### config.mk
export PLATFORM = sky130hd
export DESIGN_NAME = serial_byte_tx
export DESIGN_NICKNAME = d
export VERILOG_FILES = /design/src/rtl/serial_byte_tx.sv
export SDC_FILE = /design/constraint.sdc
export NUM_CORES = 1
export LEC_CHECK = 0
export BUFFER_PORTS_ARGS = -buffer_cell sky130_fd_sc_hd__buf_2
export CAP_MARGIN = 20
export CORE_MARGIN = 2
export CORE_UTILIZATION = 46
export DETAILED_ROUTE_END_ITERATION = 10
export PLACE_DENSITY = 0.8
export SLEW_MARGIN = 20
export SYNTH_ARGS = -nofsm -noshare
export SYNTH_HDL_FRONTEND = slang
export SYNTH_SLANG_ARGS = --single-unit
### constraint.sdc
create_clock -name clk -period 1.4 [get_ports clk]
set_input_delay 0.14 -clock clk [delete_from_list [all_inputs] [get_ports clk]]
set_output_delay 0.14 -clock clk [all_outputs]
set_load 0.005 [all_outputs]
### src/rtl/serial_byte_tx.sv
// Framed parallel-to-serial transmitter: START, WIDTH data bits MSB first, STOP.
// Define SERIAL_TX_PARITY_EN to insert an even-parity bit between the data and STOP.
module serial_byte_tx #(
    parameter int WIDTH = 8
) (
    input  logic             clk,
    input  logic             rst,
    input  logic [WIDTH-1:0] din,
    input  logic             load,
    output logic             ready,
    output logic             sout,
    output logic             busy,
    output logic             done
);

    localparam int CW = $clog2(WIDTH) + 1;

    localparam logic [2:0] S_IDLE   = 3'd0;
    localparam logic [2:0] S_START  = 3'd1;
    localparam logic [2:0] S_DATA   = 3'd2;
`ifdef SERIAL_TX_PARITY_EN
    localparam logic [2:0] S_PARITY = 3'd3;
`endif
    localparam logic [2:0] S_STOP   = 3'd4;

    localparam logic [CW-1:0] LAST_BIT = CW'(WIDTH - 1);

    logic [2:0]       state_q, state_d;
    logic [WIDTH-1:0] shreg_q, shreg_d;
    logic [CW-1:0]    cnt_q, cnt_d;
    logic             done_q, done_d;
`ifdef SERIAL_TX_PARITY_EN
    // Parity is taken from the word at capture time; the shift register is destroyed as it sends.
    logic             par_q, par_d;
`endif

    // NOTE: every signal assigned here gets a default first, so no path leaves it unassigned and no latch is inferred.
    always_comb begin
        state_d = state_q;
        shreg_d = shreg_q;
        cnt_d   = cnt_q;
        done_d  = 1'b0;
`ifdef SERIAL_TX_PARITY_EN
        par_d   = par_q;
`endif
        case (state_q)
            S_IDLE: begin
                if (load) begin
                    shreg_d = din;
                    cnt_d   = '0;
                    state_d = S_START;
`ifdef SERIAL_TX_PARITY_EN
                    par_d   = ^din;
`endif
                end
            end
            S_START: state_d = S_DATA;
            S_DATA: begin
                shreg_d = {shreg_q[WIDTH-2:0], 1'b0};
                cnt_d   = cnt_q + CW'(1);
                if (cnt_q == LAST_BIT) begin
`ifdef SERIAL_TX_PARITY_EN
                    state_d = S_PARITY;
`else
                    state_d = S_STOP;
`endif
                end
            end
`ifdef SERIAL_TX_PARITY_EN
            S_PARITY: state_d = S_STOP;
`endif
            S_STOP: begin
                state_d = S_IDLE;
                done_d  = 1'b1;
            end
            default: state_d = S_IDLE;
        endcase
    end

    // NOTE: sequential state uses non-blocking assignments so every flop samples pre-edge values.
    always_ff @(posedge clk) begin
        if (rst) begin
            state_q <= S_IDLE;
            shreg_q <= '0;
            cnt_q   <= '0;
            done_q  <= 1'b0;
`ifdef SERIAL_TX_PARITY_EN
            par_q   <= 1'b0;
`endif
        end else begin
            state_q <= state_d;
            shreg_q <= shreg_d;
            cnt_q   <= cnt_d;
            done_q  <= done_d;
`ifdef SERIAL_TX_PARITY_EN
            par_q   <= par_d;
`endif
        end
    end

    // Outputs decode registered state only; din and load never reach sout combinationally.
    always_comb begin
        sout = 1'b1;
        case (state_q)
            S_START:  sout = 1'b0;
            S_DATA:   sout = shreg_q[WIDTH-1];
`ifdef SERIAL_TX_PARITY_EN
            S_PARITY: sout = par_q;
`endif
            default:  sout = 1'b1;
        endcase
    end

    assign ready = (state_q == S_IDLE);
    assign busy  = (state_q != S_IDLE);
    assign done  = done_q;

endmodule

==> flow_summary.yaml <==
final_layout:
  nets: 117
  syn2layout_area_growth_pct: 28.72
  final_core_util: 0.6329
  finalInstanceArea_um2: 953.4
  drive_gt1_frac: 0.3558
  diodes: 0
timing:
  hold_viol: 0
  fin_skew_ps: 11.26
  worstMarginPinSlew_ps: 313.2
  fin_crit_sh: 0.9755
  max_freq_mhz: 732.3
  fin_ws_ps: 34.35
  slew_violations: 0
  max-slew-margin-rel: 0.7912
  setup_viol: 0
  period_minus_slack_ps: 1366
floorplanning:
  start_util: 0.4917
  coreArea_mm2: 0.001506
  io_pins: 15
  die_area_mm2: 0.001947
  die_w_um: 44.13
  die_h_um: 44.13
  rows: 14
setup_path:
  path_cells: "buf_6, or3_4, inv_2, buf_6"
  required_ps: 1260
  critPathKind: "reg -> out"
  cp_top_family: "flip-flops"
  start_kind: "register"
  crit_buf_inv: 3
  cp_max_fo: 6
  cp_slowest_cell: "dfxtp_2"
  slowest_delay_ps: 340
  end_kind: "output pin"
  crit_top_cell: "buf_6"
  cp.arrival_ps: 1230
routing:
  routed_wl_um: 1601
  drc_errors: 0
  ant_nets: 0
  firstDrtPassIters: 4
  wl_per_cell_um: 13.34
  via_per_inst: 5.708
  drtIter0Drc: 12
  vias: 685
clock_tree:
  insertion_delay_ps: 300
  numCtsBuffers: 3
  postCtsHoldBufs: 0
  htreeDepth: 1
  clockRootBuffer: "clkbuf_4"
  cts.sinks: 16
  clockBufferDepth: 2
  cts_tree: "yes"
  clk_pin_slew_ps: 100
placed_design:
  pre_cts_ws_ps: 138.8
  gp_congestion: 0.8021
  port_buffers: 14
  place_hpwl_um: 1108
  place_area_um2: 858.3
pwr:
  pwr_density_cell_mw_per_mm2: 1048
  comb_power_share: 0.179
  power_uw: 999.0
  clockPowerShare: 0.313
  vdd_drop_max_uv: 997.7
  pwr-share-seq: 0.507
  switching_power_uw: 260.5
  internal_power_uw: 738.5
  cellLeakagePower_nw: 0.3739
  p_sw_frac: 0.2607
yosys:
  yosysMostFrequentCell: "dfxtp_1"
  synth_edf_count: 0
  ys_types: 25
  synth_top_area_cell: "dfxtp_1"
  yosysWarnings: 0
  ys_seq_area_frac: 0.4324
  async_reset_ff_frac: 0
  synth_area_per_cell_um2: 9.033
  synth-main-ff-cell: "dfxtp_1"
  syn-num-nets: 94
  synth_area_leaders: "dfxtp_1, mux2i_1, a211oi_1, a21oi_1, nand3b_1"
  synth_cells: 82
  netlist_area_um2: 740.7
  synth_top_area_share: 0.4324
  ys_ff_latch: 16
  synth_commonest_cells: "dfxtp_1, a21oi_1, a211oi_1, mux2i_1"
worst_hold_path:
  hold_class: "in -> reg"
global_routing:
  antenna_found_initial: 0
  grt_max_degree: 18
  grt_usage: 0.1936
  grt_pass1_vias: 634
  grt_pass1_wl_um: 2732
  grt.overflow.total: 0
outcome:
  outcome: "complete, no violations"
job:
  drv_cap: 0
==> per-layer routing <==
layer / share of wire / GRT usage
met5: 0 / 0
met4: 0.019 / 0.09091
met3: 0.051 / 0.07347
met2: 0.48 / 0.3206
met1: 0.44 / 0.2186
==> tightest hold or removal path, cell delays in order <==
cell	delay [ps]
buf_2	130
nand2_1	60
nor3_1	40
==> state kept, by name (all words and copies together) (netlist names) <==
register,count
shreg_q,8
cnt_q,4
state_q,3
done,1
==> power by group through the flow <==
stage / registers [mW] / logic [mW] / clock network, mW
5_1_grt: 0.510 / 0.204 / 0.335
3_3_place_gp: 0.514 / 0.151 / 0
6_report: 0.507 / 0.179 / 0.313
3_5_place_dp: 0.516 / 0.156 / 0
4_1_cts: 0.506 / 0.156 / 0.320
2_1_floorplan: 0.507 / 0.105 / 0
==> path summary, 6_finish.rpt <==
check / startpoint / endpoint / slack [ps] / cells past startpoint
max: state_q[2] / ready / 30 / 4
min: load / state_q[0] / 90 / 3
max reg2reg: state_q[0] / cnt_q[3] / 120 / 3
min reg2reg: cnt_q[1] / cnt_q[1] / 500 / 2
==> through the flow <==
stage                     hold slack [ps]  instances  TNS, ps
after floorplan                     258.3         82        0
after global placement              403.3        113        0
after detailed placement            415.9        113        0
after CTS                           92.00        117        0
after global routing                127.5        120   -12.16
final                               93.04        120        0
==> layout by cell type (no fill, tap or decap), types with 2 or more instances in the layout <==
master / Yosys / layout
nor2_1: 3 / 2
nand2_1: 2 / 2
a21oi_1: 10 / 10
nor3b_1: 2 / 2
o21ai_0: 4 / 4
clkbuf_4: 0 / 3
nand3_1: 2 / 2
a211oi_1: 7 / 7
a31oi_1: 3 / 3
dfxtp_2: 0 / 2
buf_2: 2 / 13
nand3b_1: 4 / 4
dfxtp_1: 16 / 13
buf_4: 0 / 8
nor3_1: 2 / 2
buf_6: 0 / 2
mux2i_1: 7 / 7
nor2b_4: 0 / 2
nor2b_1: 4 / 2
==> cells by family (layout without fill, tap and decap cells) <==
family / Yosys count / in the layout / synth area share
simple gates: 25 / 25 / 0.2061
buf+inv: 7 / 29 / 0.03884
flops: 16 / 16 / 0.4324
mux: 7 / 7 / 0.09460
fa+ha+maj: 1 / 1 / 0.01689
compound gates: 26 / 26 / 0.2112
==> what timing repair did <==
action,in CTS,in global routing
setup endpoints to repair,2,3
gates resized for setup,1,12
pin swaps,1,1
buffers inserted,0,3
==> area by class of cell <==
cell class	count	area (um^2)
multi-input cells	59	414.1
fillers	125	553.0
well taps	16	20.02
clock buffers	4	36.28
repair buffers	24	152.6
inverters	1	3.754
flip-flops and latches	16	326.6
Note: power is estimated with default switching activity, not from simulation.
